**src/rtl/riscv_pkg.sv**
```systemverilog
// Shared types for the IF/LSU memory arbiter: access sizes, arbiter states and
// bus owner encoding.
package riscv_pkg;

  localparam int XLEN   = 32;
  localparam int NBYTES = XLEN / 8;

  // Low address bits are dropped on the bus; accesses are always word-addressed.
  localparam logic [XLEN-1:0] WORD_ADDR_MASK = ~XLEN'(3);

  typedef enum logic [1:0] {
    BYTE    = 2'b00,
    HALF    = 2'b01,
    WORD    = 2'b10,
    ILLEGAL = 2'b11
  } mem_size_e;

  typedef enum logic [1:0] {
    IDLE,
    REQ,
    WAIT,
    ERR
  } arb_state_e;

  typedef enum logic {
    OWN_IF,
    OWN_LSU
  } owner_e;

endpackage

```
**src/rtl/riscv_mem_arbiter_if.sv**
```systemverilog
// Signal bundle for the arbiter: fetch port, load/store port and memory bus.
// The arbiter uses the slave view; the surrounding core/memory use master.
interface riscv_mem_arbiter_if;
  import riscv_pkg::*;

  logic              if_req_i;
  logic [XLEN-1:0]   if_addr_i;
  logic              if_gnt_o;
  logic              if_rvalid_o;
  logic [XLEN-1:0]   if_rdata_o;

  logic              lsu_req_i;
  logic              lsu_we_i;
  logic [XLEN-1:0]   lsu_addr_i;
  logic [XLEN-1:0]   lsu_wdata_i;
  logic [1:0]        lsu_size_i;
  logic              lsu_unsigned_i;
  logic              lsu_gnt_o;
  logic              lsu_rvalid_o;
  logic [XLEN-1:0]   lsu_rdata_o;
  logic              lsu_err_o;

  logic              mem_req_o;
  logic              mem_we_o;
  logic [XLEN-1:0]   mem_addr_o;
  logic [NBYTES-1:0] mem_be_o;
  logic [XLEN-1:0]   mem_wdata_o;
  logic              mem_gnt_i;
  logic              mem_rvalid_i;
  logic [XLEN-1:0]   mem_rdata_i;

  modport slave (
    input  if_req_i, if_addr_i,
    output if_gnt_o, if_rvalid_o, if_rdata_o,
    input  lsu_req_i, lsu_we_i, lsu_addr_i, lsu_wdata_i, lsu_size_i, lsu_unsigned_i,
    output lsu_gnt_o, lsu_rvalid_o, lsu_rdata_o, lsu_err_o,
    output mem_req_o, mem_we_o, mem_addr_o, mem_be_o, mem_wdata_o,
    input  mem_gnt_i, mem_rvalid_i, mem_rdata_i
  );

  modport master (
    output if_req_i, if_addr_i,
    input  if_gnt_o, if_rvalid_o, if_rdata_o,
    output lsu_req_i, lsu_we_i, lsu_addr_i, lsu_wdata_i, lsu_size_i, lsu_unsigned_i,
    input  lsu_gnt_o, lsu_rvalid_o, lsu_rdata_o, lsu_err_o,
    input  mem_req_o, mem_we_o, mem_addr_o, mem_be_o, mem_wdata_o,
    output mem_gnt_i, mem_rvalid_i, mem_rdata_i
  );

endinterface

```
**src/rtl/riscv_lsu_align.sv**
```systemverilog
// Combinational lane logic: alignment check, store byte enables and data
// replication, and load lane extraction with sign/zero extension.
module riscv_lsu_align
  import riscv_pkg::*;
(
  input  logic [1:0]        i_offset,
  input  mem_size_e         i_size,
  input  logic              i_unsigned,
  input  logic [XLEN-1:0]   i_wdata,
  input  logic [XLEN-1:0]   i_rdata,
  output logic              o_misaligned,
  output logic [NBYTES-1:0] o_be,
  output logic [XLEN-1:0]   o_wdata,
  output logic [XLEN-1:0]   o_rdata
);

  logic [15:0] w_lane;

  // Addressed byte/half is moved down to bit 0 before extension.
  assign w_lane = 16'(i_rdata >> {i_offset, 3'b000});

  always_comb begin
    // NOTE: every output gets a default first so no path through the case can infer a latch.
    o_misaligned = 1'b0;
    o_be         = 4'b1111;
    o_wdata      = i_wdata;
    o_rdata      = i_rdata;
    case (i_size)
      BYTE: begin
        o_be    = 4'b0001 << i_offset;
        o_wdata = {4{i_wdata[7:0]}};
        o_rdata = i_unsigned ? {24'b0, w_lane[7:0]} : {{24{w_lane[7]}}, w_lane[7:0]};
      end
      HALF: begin
        o_misaligned = i_offset[0];
        o_be         = 4'b0011 << i_offset;
        o_wdata      = {2{i_wdata[15:0]}};
        o_rdata      = i_unsigned ? {16'b0, w_lane} : {{16{w_lane[15]}}, w_lane};
      end
      WORD:    o_misaligned = |i_offset;
      default: o_misaligned = 1'b1;
    endcase
  end

endmodule

```
**src/rtl/riscv_mem_arbiter.sv**
```systemverilog
// Single-port memory arbiter: LSU has fixed priority over instruction fetch,
// one transaction outstanding, misaligned LSU accesses answered locally.
module riscv_mem_arbiter
  import riscv_pkg::*;
(
  input logic                clk_i,
  input logic                rst_ni,
  riscv_mem_arbiter_if.slave bus
);

  arb_state_e        r_state, w_state_nxt;
  owner_e            r_owner;
  logic              r_we, r_unsigned;
  logic [XLEN-1:0]   r_addr, r_wdata;
  mem_size_e         r_size;
  logic [NBYTES-1:0] r_be;
  logic              r_if_rvalid, r_lsu_rvalid;
  logic [XLEN-1:0]   r_if_rdata, r_lsu_rdata;

  logic              w_if_gnt, w_lsu_gnt, w_done;
  logic [1:0]        w_al_offset;
  mem_size_e         w_al_size;
  logic              w_misaligned;
  logic [NBYTES-1:0] w_al_be;
  logic [XLEN-1:0]   w_al_wdata, w_al_rdata;

  // One aligner serves both paths: live LSU fields while arbitrating, latched
  // fields while the load response is being formatted.
  assign w_al_offset = (r_state == IDLE) ? bus.lsu_addr_i[1:0] : r_addr[1:0];
  assign w_al_size   = (r_state == IDLE) ? mem_size_e'(bus.lsu_size_i) : r_size;

  riscv_lsu_align u_align (
    .i_offset     (w_al_offset),
    .i_size       (w_al_size),
    .i_unsigned   (r_unsigned),
    .i_wdata      (bus.lsu_wdata_i),
    .i_rdata      (bus.mem_rdata_i),
    .o_misaligned (w_misaligned),
    .o_be         (w_al_be),
    .o_wdata      (w_al_wdata),
    .o_rdata      (w_al_rdata)
  );

  always_comb begin
    w_state_nxt = r_state;
    w_if_gnt    = 1'b0;
    w_lsu_gnt   = 1'b0;
    case (r_state)
      IDLE: begin
        if (rst_ni && bus.lsu_req_i) begin
          w_lsu_gnt   = 1'b1;
          w_state_nxt = w_misaligned ? ERR : REQ;
        end else if (rst_ni && bus.if_req_i) begin
          w_if_gnt    = 1'b1;
          w_state_nxt = REQ;
        end
      end
      REQ:     if (bus.mem_gnt_i)    w_state_nxt = WAIT;
      WAIT:    if (bus.mem_rvalid_i) w_state_nxt = IDLE;
      default: w_state_nxt = IDLE;
    endcase
  end

  assign w_done = (r_state == WAIT) && bus.mem_rvalid_i;

  always_ff @(posedge clk_i or negedge rst_ni) begin
    // NOTE: non-blocking assignments so every register samples pre-edge values.
    if (!rst_ni) r_state <= IDLE;
    else         r_state <= w_state_nxt;
  end

  always_ff @(posedge clk_i or negedge rst_ni) begin
    if (!rst_ni) begin
      r_owner    <= OWN_IF;
      r_we       <= 1'b0;
      r_addr     <= '0;
      r_size     <= BYTE;
      r_unsigned <= 1'b0;
      r_be       <= '0;
      r_wdata    <= '0;
    end else if (w_lsu_gnt) begin
      r_owner    <= OWN_LSU;
      r_we       <= bus.lsu_we_i;
      r_addr     <= bus.lsu_addr_i;
      r_size     <= w_al_size;
      r_unsigned <= bus.lsu_unsigned_i;
      r_be       <= w_al_be;
      r_wdata    <= bus.lsu_we_i ? w_al_wdata : '0;
    end else if (w_if_gnt) begin
      r_owner    <= OWN_IF;
      r_we       <= 1'b0;
      r_addr     <= bus.if_addr_i & WORD_ADDR_MASK;
      r_size     <= WORD;
      r_unsigned <= 1'b0;
      r_be       <= '1;
      r_wdata    <= '0;
    end
  end

  // Response registers are single-cycle pulses; data returns to 0 when idle.
  always_ff @(posedge clk_i or negedge rst_ni) begin
    if (!rst_ni) begin
      r_if_rvalid  <= 1'b0;
      r_lsu_rvalid <= 1'b0;
      r_if_rdata   <= '0;
      r_lsu_rdata  <= '0;
    end else begin
      r_if_rvalid  <= 1'b0;
      r_lsu_rvalid <= 1'b0;
      r_if_rdata   <= '0;
      r_lsu_rdata  <= '0;
      if (w_done) begin
        if (r_owner == OWN_IF) begin
          r_if_rvalid <= 1'b1;
          r_if_rdata  <= bus.mem_rdata_i;
        end else begin
          r_lsu_rvalid <= 1'b1;
          r_lsu_rdata  <= r_we ? '0 : w_al_rdata;
        end
      end
    end
  end

  assign bus.if_gnt_o     = w_if_gnt;
  assign bus.if_rvalid_o  = r_if_rvalid;
  assign bus.if_rdata_o   = r_if_rdata;
  assign bus.lsu_gnt_o    = w_lsu_gnt;
  assign bus.lsu_rvalid_o = r_lsu_rvalid | (r_state == ERR);
  assign bus.lsu_err_o    = (r_state == ERR);
  assign bus.lsu_rdata_o  = r_lsu_rdata;
  assign bus.mem_req_o    = (r_state == REQ);
  assign bus.mem_we_o     = r_we;
  assign bus.mem_addr_o   = r_addr & WORD_ADDR_MASK;
  assign bus.mem_be_o     = r_be;
  assign bus.mem_wdata_o  = r_wdata;

endmodule
```
**src/flat_wrapper.sv**
```systemverilog
// flat-port wrapper written by rule: the top's interface ports become plain ports
module riscv_mem_arbiter_flat import riscv_pkg::*;
  (clk_i, rst_ni, bus_if_req_i, bus_if_addr_i, bus_if_gnt_o, bus_if_rvalid_o, bus_if_rdata_o, bus_lsu_req_i, bus_lsu_we_i, bus_lsu_addr_i, bus_lsu_wdata_i, bus_lsu_size_i, bus_lsu_unsigned_i, bus_lsu_gnt_o, bus_lsu_rvalid_o, bus_lsu_rdata_o, bus_lsu_err_o, bus_mem_req_o, bus_mem_we_o, bus_mem_addr_o, bus_mem_be_o, bus_mem_wdata_o, bus_mem_gnt_i, bus_mem_rvalid_i, bus_mem_rdata_i);
  riscv_mem_arbiter_if bus_i ();
  input logic clk_i;
  input logic rst_ni;
  input wire logic [$bits(bus_i.if_req_i)-1:0] bus_if_req_i;
  input wire logic [$bits(bus_i.if_addr_i)-1:0] bus_if_addr_i;
  output wire logic [$bits(bus_i.if_gnt_o)-1:0] bus_if_gnt_o;
  output wire logic [$bits(bus_i.if_rvalid_o)-1:0] bus_if_rvalid_o;
  output wire logic [$bits(bus_i.if_rdata_o)-1:0] bus_if_rdata_o;
  input wire logic [$bits(bus_i.lsu_req_i)-1:0] bus_lsu_req_i;
  input wire logic [$bits(bus_i.lsu_we_i)-1:0] bus_lsu_we_i;
  input wire logic [$bits(bus_i.lsu_addr_i)-1:0] bus_lsu_addr_i;
  input wire logic [$bits(bus_i.lsu_wdata_i)-1:0] bus_lsu_wdata_i;
  input wire logic [$bits(bus_i.lsu_size_i)-1:0] bus_lsu_size_i;
  input wire logic [$bits(bus_i.lsu_unsigned_i)-1:0] bus_lsu_unsigned_i;
  output wire logic [$bits(bus_i.lsu_gnt_o)-1:0] bus_lsu_gnt_o;
  output wire logic [$bits(bus_i.lsu_rvalid_o)-1:0] bus_lsu_rvalid_o;
  output wire logic [$bits(bus_i.lsu_rdata_o)-1:0] bus_lsu_rdata_o;
  output wire logic [$bits(bus_i.lsu_err_o)-1:0] bus_lsu_err_o;
  output wire logic [$bits(bus_i.mem_req_o)-1:0] bus_mem_req_o;
  output wire logic [$bits(bus_i.mem_we_o)-1:0] bus_mem_we_o;
  output wire logic [$bits(bus_i.mem_addr_o)-1:0] bus_mem_addr_o;
  output wire logic [$bits(bus_i.mem_be_o)-1:0] bus_mem_be_o;
  output wire logic [$bits(bus_i.mem_wdata_o)-1:0] bus_mem_wdata_o;
  input wire logic [$bits(bus_i.mem_gnt_i)-1:0] bus_mem_gnt_i;
  input wire logic [$bits(bus_i.mem_rvalid_i)-1:0] bus_mem_rvalid_i;
  input wire logic [$bits(bus_i.mem_rdata_i)-1:0] bus_mem_rdata_i;
  assign bus_i.if_req_i = bus_if_req_i;
  assign bus_i.if_addr_i = bus_if_addr_i;
  assign bus_if_gnt_o = bus_i.if_gnt_o;
  assign bus_if_rvalid_o = bus_i.if_rvalid_o;
  assign bus_if_rdata_o = bus_i.if_rdata_o;
  assign bus_i.lsu_req_i = bus_lsu_req_i;
  assign bus_i.lsu_we_i = bus_lsu_we_i;
  assign bus_i.lsu_addr_i = bus_lsu_addr_i;
  assign bus_i.lsu_wdata_i = bus_lsu_wdata_i;
  assign bus_i.lsu_size_i = bus_lsu_size_i;
  assign bus_i.lsu_unsigned_i = bus_lsu_unsigned_i;
  assign bus_lsu_gnt_o = bus_i.lsu_gnt_o;
  assign bus_lsu_rvalid_o = bus_i.lsu_rvalid_o;
  assign bus_lsu_rdata_o = bus_i.lsu_rdata_o;
  assign bus_lsu_err_o = bus_i.lsu_err_o;
  assign bus_mem_req_o = bus_i.mem_req_o;
  assign bus_mem_we_o = bus_i.mem_we_o;
  assign bus_mem_addr_o = bus_i.mem_addr_o;
  assign bus_mem_be_o = bus_i.mem_be_o;
  assign bus_mem_wdata_o = bus_i.mem_wdata_o;
  assign bus_i.mem_gnt_i = bus_mem_gnt_i;
  assign bus_i.mem_rvalid_i = bus_mem_rvalid_i;
  assign bus_i.mem_rdata_i = bus_mem_rdata_i;
  riscv_mem_arbiter u_core (.clk_i(clk_i), .rst_ni(rst_ni), .bus(bus_i));
endmodule
```
**config.mk**
```make
export PLATFORM = sky130hd
export DESIGN_NAME = riscv_mem_arbiter_flat
export DESIGN_NICKNAME = d
export VERILOG_FILES = /design/src/rtl/riscv_pkg.sv /design/src/rtl/riscv_mem_arbiter_if.sv /design/src/rtl/riscv_lsu_align.sv /design/src/rtl/riscv_mem_arbiter.sv /design/src/flat_wrapper.sv
export SDC_FILE = /design/constraint.sdc
export NUM_CORES = 1
export LEC_CHECK = 0
export CAP_MARGIN = 20
export CORE_ASPECT_RATIO = 0.6
export CORE_MARGIN = 2
export CORE_UTILIZATION = 43
export DETAILED_ROUTE_END_ITERATION = 10
export GPL_TIMING_DRIVEN = 0
export PLACE_DENSITY_LB_ADDON = 0.08
export REMOVE_ABC_BUFFERS = 1
export SYNTH_ARGS = -nofsm -noshare
export SYNTH_HDL_FRONTEND = slang
export SYNTH_SLANG_ARGS = --single-unit
```
**constraint.sdc**
```tcl
create_clock -name clk_i -period 2.5 [get_ports clk_i]
set_input_delay 0.625 -clock clk_i [delete_from_list [all_inputs] [get_ports clk_i]]
set_output_delay 0.625 -clock clk_i [all_outputs]
set_load 0.01 [all_outputs]
```
==> load_flow_metrics.sql, run 1 <==
INSERT INTO impl_metrics (metric_group, metric, value, unit) VALUES
('clock_tree', 'hold_buffers_post_cts', '0', ''),
('cells_and_area', 'final_net_count', '968', ''),
('yosys', 'yosys-mux-area-fraction', '8.568', '%'),
('routing', 'dr_iter_0_viols', '454', ''),
('yosys', 'yosysTopAreaCell', 'sky130_fd_sc_hd__dfrtp_1', ''),
('critical_path', 'timing.critical_path.required', '2.82', 'ns'),
('critical_path', 'worst_path_max_delay_cell', 'sky130_fd_sc_hd__or4b_1', ''),
('critical_path', 'path_max_fanout', '16', ''),
('job', 'max-cap-violations', '0', ''),
('clock_tree', 'insertion_delay', '0.41', 'ns'),
('run_status', 'status', 'finished, final reports clean', ''),
('placement', 'io_buffers', '272', ''),
('placement', 'place_worst_setup_slack', '-1.360', 'ns'),
('yosys', 'synthSimpleGateAreaFrac', '11.38', '%'),
('floorplan', 'dieWidth', '161.6', 'um'),
('pwr', 'power.share.switching', '34.76', '%'),
('yosys', 'netlist_instances', '589', ''),
('pwr', 'power.switching', '3.598', 'mW'),
('critical_path', 'crit_cells', '6', ''),
('clock_tree', 'cts_tree', 'done', ''),
('routing', 'drt-pass1-iter-count', '4', ''),
('min_path', 'timing.hold.worst.class', 'in -> async', ''),
('sta', 'final.period_utilization', '97.35', '%'),
('cells_and_area', 'area_delta_synth_final', '54.72', '%'),
('pwr', 'power.share.combinational', '42.3', '%'),
('sta', 'fin_tns_setup', '0', 'ns'),
('global_routing', 'grt_overflow', '0', ''),
('pwr', 'ir_worst_vdd', '632.2', 'uV'),
('critical_path', 'timing.critical_path.arrival', '2.76', 'ns'),
('global_routing', 'number_of_antenna_violations_at_the_first_check_in_global_routing', '0', ''),
('pwr', 'power-per-cell-area', '1044', 'nW/um^2'),
('yosys', 'ys_top_cells_by_area', 'sky130_fd_sc_hd__dfrtp_1 55%, sky130_fd_sc_hd__mux2i_1 7.8%, sky130_fd_sc_hd__o21ai_0 6.3%', ''),
('clock_tree', 'cts.htree.levels', '4', ''),
('critical_path', 'reg2regPathDepth', '7', ''),
('global_routing', 'groute.usage.overall', '24.99', '%'),
('critical_path', 'crit_end', 'u_core.bus.lsu_rdata_o[16]', ''),
('critical_path', 'critical_path.endpoint_type', 'flop', ''),
('routing', 'wirelength', '19.74', 'mm'),
('global_routing', 'largest_net_degree_at_the_start_of_global_routing', '80', ''),
('floorplan', 'dieArea', '15930', 'sq um'),
('global_routing', 'grt_pass1_vias', '5534', ''),
('routing', 'average_vias_per_placed_instance', '5.291', ''),
('critical_path', 'critical_path_start', 'bus_lsu_size_i[1]', ''),
('yosys', 'netlist_area', '6411', 'sq um'),
('yosys', 'synth_xor_area_share', '0', '%'),
('clock_tree', 'cts.path.max_buffers', '2', ''),
('critical_path', 'worst_setup_path_start_kind', 'input port', ''),
('floorplan', 'floorplan.die.height', '98.58', 'um'),
('routing', 'drt-wirelength-per-cell', '18.98', 'um'),
('pwr', 'pwr-share-seq', '32.1', '%'),
('critical_path', 'worstReg2RegStart', 'u_core.r_state[0]', ''),
('floorplan', 'total_core_area', '14550', 'sq um'),
('critical_path', 'crit_path_cell_trace', 'clkdlybuf4s50_1 > or4b_1 > o21a_2 > a211oi_4 > o21bai_4 > a21oi_1', ''),
('yosys', 'share_of_synthesized_registers_carrying_an_async_set_or_reset', '100.0', '%'),
('yosys', 'synth_sequential_area_ratio', '55.04', '%'),
('sta', 'timing.fmax', '410.9', 'MHz'),
('floorplan', 'core.rowCount', '34', ''),
('clock_tree', 'path_clk_slew', '0.07', 'ns'),
('yosys', 'synth-edff-count', '0', ''),
('routing', 'vias', '5503', ''),
('floorplan', 'start_util', '44.07', '%'),
('pwr', 'leakagePower', '4.380', 'nW'),
('yosys', 'synth_seq_cells', '141', ''),
('clock_tree', 'cts.sinks', '141', ''),
('clock_tree', 'tritoncts.num_buffers', '17', ''),
('critical_path', 'slowest_delay', '0.64', 'ns'),
('floorplan', 'design.portCount', '277', ''),
('sta', 'finalWorstPathRequiredPeriod', '2.434', 'ns'),
('critical_path', 'worst-path-buf-inv', '1', ''),
('sta', 'timing_max_transition_violations_final', '0', ''),
('yosys', 'post_synth_fa_ha_maj_area_fraction', '0', '%');
-- cells by family (layout without fill, tap and decap cells) --
kind of cell | after synthesis | in the layout
AO/OA/AOI/OAI | 174 | 174
buffers and inverters | 70 | 322
flip-flops | 141 | 141
multiplexers | 53 | 53
other | 1 | 2
AND/OR/NAND/NOR | 150 | 150
-- worst min-delay path by stage --
stage,startpoint,to
final,rst_ni,u_core.bus.lsu_rdata_o[27]
after global routing,rst_ni,u_core.bus.if_rdata_o[28]
after CTS,rst_ni,u_core.bus.lsu_rdata_o[27]
after detailed placement,u_core.bus.mem_wdata_o[15],u_core.bus.mem_wdata_o[15]
after global placement,u_core.bus.mem_wdata_o[19],u_core.bus.mem_wdata_o[19]
after floorplan,rst_ni,u_core.bus.if_rdata_o[0]
-- cells in the final DEF (no fill, tap or decap), drive strengths merged, types with 3 or more instances in the layout --
master and count:
a21oi 25, a22o 12, a2bb2oi 14, and2 34, buf 17, bufinv 3
clkbuf 18, clkdlybuf4s50 268, clkinv 3, dfrtp 141, dlygate4sd2 3, inv 8
mux2i 51, nand2 62, nand2b 5, nor2 29, nor2b 3, nor3 4
o2111ai 7, o21a 3, o21ai 83, o221ai 8, o2bb2ai 7
-- metrics by stage --
| stage | hold WS, ns | instance area, sq um | std cells | util, % |
|---|---|---|---|---|
| global route | 0.1069 | 9920 | 1040 | 68.18 |
| global placement | 0.4618 | 8967 | 992 | 61.64 |
| detailed placement | 0.4737 | 9146 | 1000 | 62.87 |
| floorplan | 0.3294 | 5997 | 522 | - |
| finish | 0.08382 | 9920 | 1040 | 68.18 |
| CTS | 0.1322 | 9899 | 1040 | 68.04 |
-- timing repair --
action	CTS	global route
gates resized for setup	17	5
setup buffers	8	0
setup endpoints to repair	108	33
gates cloned	1	0
pin swaps	2	0
endpoints found under the hold margin	0	0
-- layer usage --
metal / GRT usage (%) / routed length, um / vias to the layer above
met2: 39.15 / 9237 / 235
met4: 7.216 / 249 / 0
met5: 0 / 0 / -
met3: 6.818 / 1676 / 17
li1: - / - / 2547
met1: 34.45 / 8579 / 2704
-- worst register-to-register path: stages, from the launching register on --
cell and delay [ns]:
sky130_fd_sc_hd__dfrtp_2 0.42, sky130_fd_sc_hd__buf_4 0.16, sky130_fd_sc_hd__buf_4 0.16, sky130_fd_sc_hd__or2_1 0.33
sky130_fd_sc_hd__mux2_4 0.43, sky130_fd_sc_hd__nor2_2 0.38, sky130_fd_sc_hd__a2bb2oi_1 0.26, sky130_fd_sc_hd__o2bb2ai_1 0.20
-- cell usage after synthesis, drive strengths merged, types with 7 or more instances --
library cell / n
buf: 51
nor2: 29
a22o: 12
o2bb2ai: 7
dfrtp: 141
and2: 34
o221ai: 8
clkbuf: 17
a2bb2oi: 14
a21oi: 25
nand2: 62
o2111ai: 7
o21ai: 83
mux2i: 51
-- power groups by stage --
stage / sequential, mW / clock [mW] / combinational, mW
floorplan: 3.60 / 0 / 1.64
global placement: 3.32 / 0 / 3.87
detailed placement: 3.37 / 0 / 4.17
CTS: 3.32 / 2.69 / 4.38
global route: 3.40 / 2.79 / 4.70
finish: 3.32 / 2.64 / 4.38
-- area by class of cell --
type,count,area [sq um]
Sequential cell,141,3531
Clock buffer,18,439.2
Clock inverter,13,178.9
Fill cell,1115,4629
Tap cell,198,247.7
Multi-Input combinational cell,379,2527
Inverter,2,7.507
Timing Repair Buffer,289,2988
-- sequential cells by signal, indices dropped and copies added (netlist names) --
name                    count
u_core.r_addr              32
u_core.bus.if_rdata_o      32
u_core.bus.mem_we_o         1
u_core.r_owner              1
u_core.bus.mem_be_o         4
u_core.r_unsigned           1
u_core.r_lsu_rvalid         1
u_core.r_state              2
u_core.bus.if_rvalid_o      1
u_core.bus.lsu_rdata_o     32
u_core.r_size               2
u_core.bus.mem_wdata_o     32
Power figures use the tool's default switching activity.
==> run 2, diff against run 1 <==
Settings changed: CORE_UTILIZATION 43 to 40.
==> load_flow_metrics.sql, run 2 (same netlist as run 1, synthesis figures left out) <==
INSERT INTO impl_metrics (metric_group, metric, value, unit) VALUES
('sta', 'slew_headroom', '40.02', '%'),
('run_status', 'status', 'finished with violations', ''),
('cells_and_area', 'final_net_count', '981', ''),
('sta', 'timing.fmax', '406.8', 'MHz'),
('sta', 'tightest_slew', '0.8975', 'ns'),
('clock_tree', 'cts.path.max_buffers', '2', ''),
('cells_and_area', 'area_delta_synth_final', '57.12', '%'),
('critical_path', 'worst_setup_path_start_kind', 'flop', ''),
('sta', 'clock_skew', '0.01653', 'ns'),
('floorplan', 'design.portCount', '277', ''),
('clock_tree', 'cts.sinks', '141', ''),
('routing', 'route.detailed.drc', '15', ''),
('floorplan', 'core.rowCount', '35', ''),
('pwr', 'leakagePower', '4.469', 'nW'),
('critical_path', 'timing.critical_path.arrival', '1.83', 'ns'),
('critical_path', 'path_max_fanout', '6', ''),
('routing', 'wirelength', '20.55', 'mm'),
('clock_tree', 'path_clk_slew', '0.06', 'ns'),
('critical_path', 'timing.setup.critical_path_class', 'reg -> out', ''),
('critical_path', 'critical-path-top-delay-family', 'buffers and inverters', ''),
('critical_path', 'worst-path-buf-inv', '1', ''),
('global_routing', 'grt_overflow', '0', ''),
('clock_tree', 'insertion_delay', '0.42', 'ns'),
('sta', 'final.period_utilization', '98.32', '%'),
('floorplan', 'total_core_area', '15500', 'sq um'),
('global_routing', 'number_of_antenna_violations_at_the_first_check_in_global_routing', '1', ''),
('critical_path', 'worst_path_max_delay_cell', 'sky130_fd_sc_hd__clkdlybuf4s50_1', ''),
('critical_path', 'timing.critical_path.required', '1.88', 'ns'),
('clock_tree', 'cts.htree.levels', '4', ''),
('clock_tree', 'hold_buffers_post_cts', '0', ''),
('min_path', 'timing.hold.worst.class', 'in -> async', ''),
('clock_tree', 'ctsRootBufferMaster', 'sky130_fd_sc_hd__clkbuf_16', ''),
('routing', 'dr_iter_0_viols', '451', ''),
('floorplan', 'dieWidth', '167.4', 'um'),
('sta', 'fin_hold_ws', '0.07499', 'ns'),
('pwr', 'power-per-cell-area', '1077', 'nW/um^2'),
('cells_and_area', 'finish.instance_area', '10070', 'sq um'),
('sta', 'finalHoldViolCount', '0', ''),
('pwr', 'power', '10.85', 'mW'),
('global_routing', 'largest_net_degree_at_the_start_of_global_routing', '86', ''),
('placement', 'routability_driven_placement_congestion_ratio', '0.8847', ''),
('routing', 'drt-pass1-iter-count', '9', ''),
('global_routing', 'grt_pass1_wl', '31.43', 'mm'),
('run_status', 'failed_checks', 'DRC', ''),
('cells_and_area', 'finalCoreUtilization', '64.98', '%'),
('global_routing', 'groute.usage.overall', '23.98', '%'),
('cells_and_area', 'layout_common_cells', '267 x sky130_fd_sc_hd__clkdlybuf4s50_1, 139 x sky130_fd_sc_hd__dfrtp_1, 81 x sky130_fd_sc_hd__o21ai_0, 61 x sky130_fd_sc_hd__nand2_1, 49 x sky130_fd_sc_hd__mux2i_1', ''),
('global_routing', 'grt_pass1_vias', '5690', ''),
('placement', 'io_buffers', '272', ''),
('clock_tree', 'cts_tree', 'done', ''),
('placement', 'post_dp_cell_area', '9151', 'sq um'),
('critical_path', 'crit_path_cell_trace', 'nor2_4 > and3_4 > clkdlybuf4s50_1', ''),
('floorplan', 'start_util', '41.36', '%'),
('placement', 'place.detailed.hpwl', '14.01', 'mm'),
('routing', 'final_antenna_net_count', '0', ''),
('cells_and_area', 'final_layout_size_suffix_gt1_share', '11.35', '%'),
('critical_path', 'slowest_delay', '0.54', 'ns'),
('sta', 'setup-violations-final', '0', ''),
('sta', 'timing_max_transition_violations_final', '0', ''),
('routing', 'drt-wirelength-per-cell', '19.40', 'um'),
('routing', 'average_vias_per_placed_instance', '5.334', ''),
('job', 'max-cap-violations', '0', ''),
('pwr', 'ir_worst_vdd', '483.0', 'uV'),
('routing', 'vias', '5649', ''),
('cells_and_area', 'mostFrequentLayoutCell', 'sky130_fd_sc_hd__clkdlybuf4s50_1', ''),
('critical_path', 'critical_path.endpoint_type', 'primary output', ''),
('clock_tree', 'tritoncts.num_buffers', '17', ''),
('floorplan', 'dieArea', '17090', 'sq um'),
('floorplan', 'floorplan.die.height', '102.1', 'um'),
('sta', 'finalWorstPathRequiredPeriod', '2.458', 'ns');
run 2: cell types whose count changed in the layout (fill, tap and decap cells not counted), sizes merged, moves of 2 or more:
| cell | before | now |
|---|---|---|
| and3 | 2 | 4 |
| buf | 17 | 28 |
| bufinv | 3 | 8 |
| inv | 8 | 5 |
run 2: through the flow:
step / setup WS, ns / setup TNS [ns] / std cells
2_1_floorplan: -2.042 / -145.10 / 522
3_3_place_gp: -8.412 / -1479.93 / 997
3_5_place_dp: -1.116 / -66.90 / 1007
4_1_cts: 0.001571 / 0 / 1053
5_1_grt: -0.003475 / -0.003475 / 1059
6_report: 0.04188 / 0 / 1059
run 2: report_power, final:
part           switching (mW)  internal [mW]  leakage, nW
registers               0.425           2.92         1.86
logic                    2.18           2.24         2.26
clock network           0.994           2.08        0.346
run 2: worst reg2reg max path, stage by stage, from the launching register on:
cell and delay, ns:
sky130_fd_sc_hd__dfrtp_2 0.44, sky130_fd_sc_hd__nor2_4 0.19, sky130_fd_sc_hd__buf_4 0.15, sky130_fd_sc_hd__mux2i_4 0.64, sky130_fd_sc_hd__buf_12 0.28, sky130_fd_sc_hd__a21oi_4 0.15, sky130_fd_sc_hd__nand2_4 0.27, sky130_fd_sc_hd__a21oi_1 0.14
run 2: per-layer routing:
metal	wire length, um	up-vias	GRT usage, %
met4	327	0	7.224
met5	0	-	0
met2	9388	254	37.25
met1	9044	2799	32.53
met3	1786	23	7.785
li1	-	2573	-
run 2: worst paths after layout:
check | startpoint | to | slack (ns) | depth (start not counted)
setup / recovery | u_core.r_state[1] | bus_lsu_gnt_o | 0.04 | 3
hold / removal | rst_ni | u_core.r_addr[15] | 0.07 | 1
setup reg to reg | u_core.r_state[1] | u_core.bus.lsu_rdata_o[17] | 0.09 | 7
hold reg to reg | u_core.bus.mem_wdata_o[29] | u_core.bus.mem_wdata_o[29] | 0.48 | 2
max in group asynchronous | rst_ni | u_core.bus.if_rdata_o[27] | 1.67 | 2
min in group clk_i | u_core.bus.mem_wdata_o[29] | u_core.bus.mem_wdata_o[29] | 0.48 | 2
run 2: area by class of cell:
class,instances,area (sq um)
Multi-Input combinational cell,382,2560
Clock inverter,13,284.0
Clock buffer,18,429.2
Antenna cell,1,2.502
Sequential cell,141,3531
Inverter,2,7.507
Fill cell,1197,5429
Timing Repair Buffer,299,3005
Tap cell,203,254.0
run 2: what timing repair did:
item / in CTS / in global routing
gates cloned: 3 / 0
resized for setup: 14 / 8
pin swaps: 3 / 2
setup endpoints to repair: 108 / 36
buffers inserted: 12 / 5
==> RTL edit 1: new RTL, settings of run 2 <==
Register the output `bus.lsu_err_o`, without a reset; this adds one clock of latency there.
--- a/src/rtl/riscv_mem_arbiter.sv
+++ b/src/rtl/riscv_mem_arbiter.sv
@@ -126,7 +126,9 @@
   assign bus.if_rdata_o   = r_if_rdata;
   assign bus.lsu_gnt_o    = w_lsu_gnt;
   assign bus.lsu_rvalid_o = r_lsu_rvalid | (r_state == ERR);
-  assign bus.lsu_err_o    = (r_state == ERR);
+  always_ff @(posedge clk_i) begin
+    bus.lsu_err_o <= (r_state == ERR);
+  end
   assign bus.lsu_rdata_o  = r_lsu_rdata;
   assign bus.mem_req_o    = (r_state == REQ);
   assign bus.mem_we_o     = r_we;
Formal check against the unedited RTL: not equivalent (a bounded check fails within 4 cycles, from zero or initial values and one cycle with rst_ni low).
==> RTL edit 1 against run 2 <==
  * The run still ends with DRC left
  * Global-route usage grew 1.8 points
  * Synthesized area about the same
  * Final area is 0.27% higher
  * Total power down 5.1%
  * Sequential cell count increased by 1
  * Wire length is 8.3% higher
  * Worst setup slack lost 0.039 ns
  * Critical path depth is 3 higher
  * Maximum frequency is 1.5% lower
==> RTL edit 1: results <==
metrics = {
    "outcome": {
        "outcome": "finished, violations left",
        "violations": "DRC",
    },
    "final_layout": {
        "final_cell_count_no_fill": 1096,
        "fill_cells": 1198,
        "multiInputGateArea_mm2": 0.002565,
        "layout-drive-gt1-share": 0.1131,
        "diodes": 0,
    },
    "timing": {
        "timing.final.hold_violations": 0,
        "skew_ns": 0.01162,
        "tightestPinTransition_ns": 1.074,
    },
    "worst_setup_path": {
        "crit_fanout": 10,
        "arrival_ns": 2.83,
    },
    "clock_network": {
        "clkSlewWorstSetupHoldPaths_ns": 0.06,
        "htreeDepth": 4,
        "clk_path_buf_depth": 2,
        "clockRootBuffer": "clkbuf_16",
        "worstSkewPairLatency_ns": 0.41,
        "numCtsBuffers": 17,
    },
    "placed_design": {
        "dp.cells": 1043,
        "gp_congestion": 0.8481,
        "hpwlAfterDp_um": 14910,
        "dpl-instance-area_mm2": 0.009168,
        "place_ws_ns": -2.344,
    },
    "power": {
        "leakage_nw": 4.338,
        "power.switching_mw": 3.634,
        "ir_worst_vdd_mv": 0.5546,
    },
    "synth": {
        "muxShareOfSynthArea": 0.04682,
        "yosysWarnings": 0,
        "synth_xor_area_frac": 0,
        "synth-seq-area-share": 0.5533,
        "async_reset_ff_frac": 0.9930,
        "synth-compound-area-share": 0.1791,
        "synth_cell_types": 49,
        "synthCells": 632,
        "yosys-top-cells-count": "dfrtp_1, nand2_1, nor2_1, o21ai_0",
        "yosys-top-cells-area": "dfrtp_1, nand2_1, o21ai_0",
    },
    "routing": {
        "drt-initial-drc-count": 496,
        "drc_errors": 16,
        "wire_per_inst_um": 20.30,
        "first_pass_iters": 8,
        "viasPerCell": 5.385,
    },
    "global_routing": {
        "grt_first_pass_wirelength_um": 33730,
        "grt_max_degree": 44,
        "grt_pass1_vias": 5919,
        "grt_antenna_before_repair": 0,
        "grt_util_all_layers": 0.2574,
    },
    "worst_hold_path": {
        "hold_path_class": "input pin to async pin",
    },
}
RTL edit 1: final cells by class:
class,count,area share
Sequential cell,142,0.3515
Timing Repair Buffer,297,0.3102
Multi-Input combinational cell,418,0.2539
Timing Repair inverter,1,0.0004955
Inverter,4,0.002106
Clock buffer,19,0.04286
Tap cell,203,0.02515
Clock inverter,12,0.01375
RTL edit 1: cell families after synthesis:
family / count (synthesis)
buffers and inverters: 77
AND/OR/NAND/NOR: 211
other: 1
flip-flops: 142
AO/OA/AOI/OAI: 172
multiplexers: 29
RTL edit 1: worst max-delay path, cell delays in order:
cell             delay (ns)
clkdlybuf4s50_1        0.54
or4b_1                 0.62
o21a_2                 0.27
a211oi_4               0.37
o21bai_4               0.23
a21oi_2                0.18
RTL edit 1: repair_timing:
action                                  4_1_cts  5_1_grt
endpoints found under the setup margin      109       24
hold buffers                                  0        0
cloned                                        6        3
pin swaps                                     3        2
gates resized for setup                      19        9
setup buffers                                13        0
RTL edit 1: final timing paths:
| kind | cells past startpoint | endpoint | start | slack (ns) |
|---|---|---|---|---|
| setup / recovery | 6 | u_core.bus.lsu_rdata_o[24] | bus_lsu_size_i[1] | 0.003 |
| hold / removal | 1 | u_core.bus.if_rdata_o[24] | rst_ni | 0.04 |
| setup reg to reg | 7 | u_core.bus.lsu_rdata_o[4] | u_core.r_state[1] | 0.09 |
| hold reg to reg | 2 | u_core.bus.mem_wdata_o[17] | u_core.bus.mem_wdata_o[17] | 0.48 |
| max in group asynchronous | 2 | u_core.r_addr[2] | rst_ni | 1.82 |
| min in group clk_i | 2 | u_core.bus.mem_wdata_o[17] | u_core.bus.mem_wdata_o[17] | 0.48 |
RTL edit 1: routing by layer:
metal	vias to the layer above	part of all wire	wire, um	GRT usage
met5	-	0	0	0
met4	0	0.016	356	0.07023
met3	33	0.088	1965	0.07823
met2	266	0.45	9916	0.4003
met1	2921	0.45	10010	0.3543
li1	2682	-	-	-
RTL edit 1: power groups by stage:
stage | sequential [mW] | combinational [mW] | clock, mW
final | 3.36 | 4.47 | 2.47
after detailed placement | 3.41 | 4.09 | 0
after global routing | 3.45 | 4.80 | 2.62
after floorplan | 3.62 | 1.52 | 0
after global placement | 3.39 | 3.93 | 0
after CTS | 3.35 | 4.35 | 2.50
RTL edit 1: through the flow:
step / power [mW] / hold WS (ns)
floorplan: 5.143 / 0.3294
global placement: 7.322 / 0.4610
detailed placement: 7.507 / 0.4760
CTS: 10.21 / 0.04405
global route: 10.87 / 0.04241
finish: 10.30 / 0.04310
==> RTL edit 2: new RTL, settings of run 2 <==
Without the edit above. Remove the case item `HALF` of the case on `i_size`.
--- a/src/rtl/riscv_lsu_align.sv
+++ b/src/rtl/riscv_lsu_align.sv
@@ -31,12 +31,6 @@
         o_wdata = {4{i_wdata[7:0]}};
         o_rdata = i_unsigned ? {24'b0, w_lane[7:0]} : {{24{w_lane[7]}}, w_lane[7:0]};
       end
-      HALF: begin
-        o_misaligned = i_offset[0];
-        o_be         = 4'b0011 << i_offset;
-        o_wdata      = {2{i_wdata[15:0]}};
-        o_rdata      = i_unsigned ? {16'b0, w_lane} : {{16{w_lane[15]}}, w_lane};
-      end
       WORD:    o_misaligned = |i_offset;
       default: o_misaligned = 1'b1;
     endcase
Function: changed (a bounded check fails within 4 cycles, from zero or initial values and one cycle with rst_ni low).
==> RTL edit 2 against run 2 <==
  * Wire length down 4.6%
  * Largest cell class unchanged
  * Total power is 6.4% lower
  * Via count is 2.8% lower
  * Worst setup slack gained 0.059 ns
  * First-iteration DRC count decreased by 35%
  * Non-clock buffer count up 4
  * Synthesized area shrank 2.5%
  * Final area down 1.0%
  * Sequential cell count unchanged
  * Maximum frequency rose by 2.5%
==> RTL edit 2: results <==
metrics = {
    "power": {
        "power_mw": 10.16,
        "pwr.group.clock_mw": 2.50,
        "switching_share": 0.3486,
        "ir_worst_vdd_mv": 0.5516,
        "leakage_nw": 4.343,
    },
    "synth": {
        "syn_avg_cell_area_um2": 10.49,
        "yosys-top-cells-area": "dfrtp_1, nand2_1, mux2i_1",
        "yosys-top-cells-count": "dfrtp_1, nand2_1, nor2_1, buf_4, and2_1",
        "synth_cell_types": 42,
        "synth-seq-area-share": 0.5646,
    },
    "placed_design": {
        "place_ws_ns": -1.626,
        "hpwlAfterDp_um": 13490,
        "gp_congestion": 0.7414,
        "dpl-instance-area_mm2": 0.009082,
    },
    "worst_setup_path": {
        "path_delay_family": "simple AND/OR/NAND/NOR gates",
        "startpoint": "bus_mem_rvalid_i",
        "max_stage_delay_ns": 0.50,
        "rr_startpoint": "u_core.r_state[0]",
        "crit_fanout": 9,
    },
    "final_layout": {
        "fill_cells": 1171,
        "clkCellAreaFrac": 0.05823,
        "multi_input_area_share": 0.2378,
        "diodes": 0,
        "layout-drive-gt1-share": 0.1224,
        "final_cell_count_no_fill": 1061,
        "clock_buffers": 19,
        "nMultiInputCombCells": 379,
        "sh_seq_area": 0.3542,
        "buffer_area_frac": 0.3224,
        "nets": 984,
        "n_all_inverters": 4,
        "buffers": 303,
    },
    "global_routing": {
        "grt_pass1_vias": 5534,
        "grt_max_degree": 49,
        "met3_usage": 0.07445,
        "grt_util_all_layers": 0.2347,
        "use_met1": 0.3032,
        "met2_usage": 0.3840,
    },
    "routing": {
        "drt-initial-drc-count": 293,
        "wl_met3_um": 1735,
        "viasPerCell": 5.177,
        "wl_met1_um": 8311,
        "first_pass_iters": 5,
        "drt_wl_total_um": 19610,
        "route.met2.wl_um": 9333,
        "top_layer": "met5",
    },
    "outcome": {
        "outcome": "complete, no violations",
    },
    "timing": {
        "skew_ns": 0.009063,
        "slew_headroom": 0.4282,
    },
}
## RTL edit 2: repair_timing
action,in CTS,in global routing
gates resized for setup,22,6
pin swaps,3,3
gates cloned,4,0
endpoints found under the setup margin,105,29
buffers inserted,8,5
## RTL edit 2: cell families after synthesis
kind of cell,after synthesis,share of synthesized area
DFF,141,0.5646
muxes,34,0.05486
buffers and inverters,77,0.07247
AOI/OAI and AO/OA,129,0.1540
other,1,0.0006000
and+or+nand+nor,214,0.1536
## RTL edit 2: path summary, 6_finish.rpt
kind                                                    to  slack (ns)  cells past startpoint
min in group clk_i              u_core.bus.mem_wdata_o[29]        0.48                      2
worst max-delay path            u_core.bus.lsu_rdata_o[18]        0.10                      6
worst max register to register  u_core.bus.lsu_rdata_o[18]        0.11                      6
worst min-delay path            u_core.bus.lsu_rdata_o[25]        0.05                      1
worst min register to register  u_core.bus.mem_wdata_o[29]        0.48                      2
max in group asynchronous              u_core.bus.mem_we_o        1.80                      2
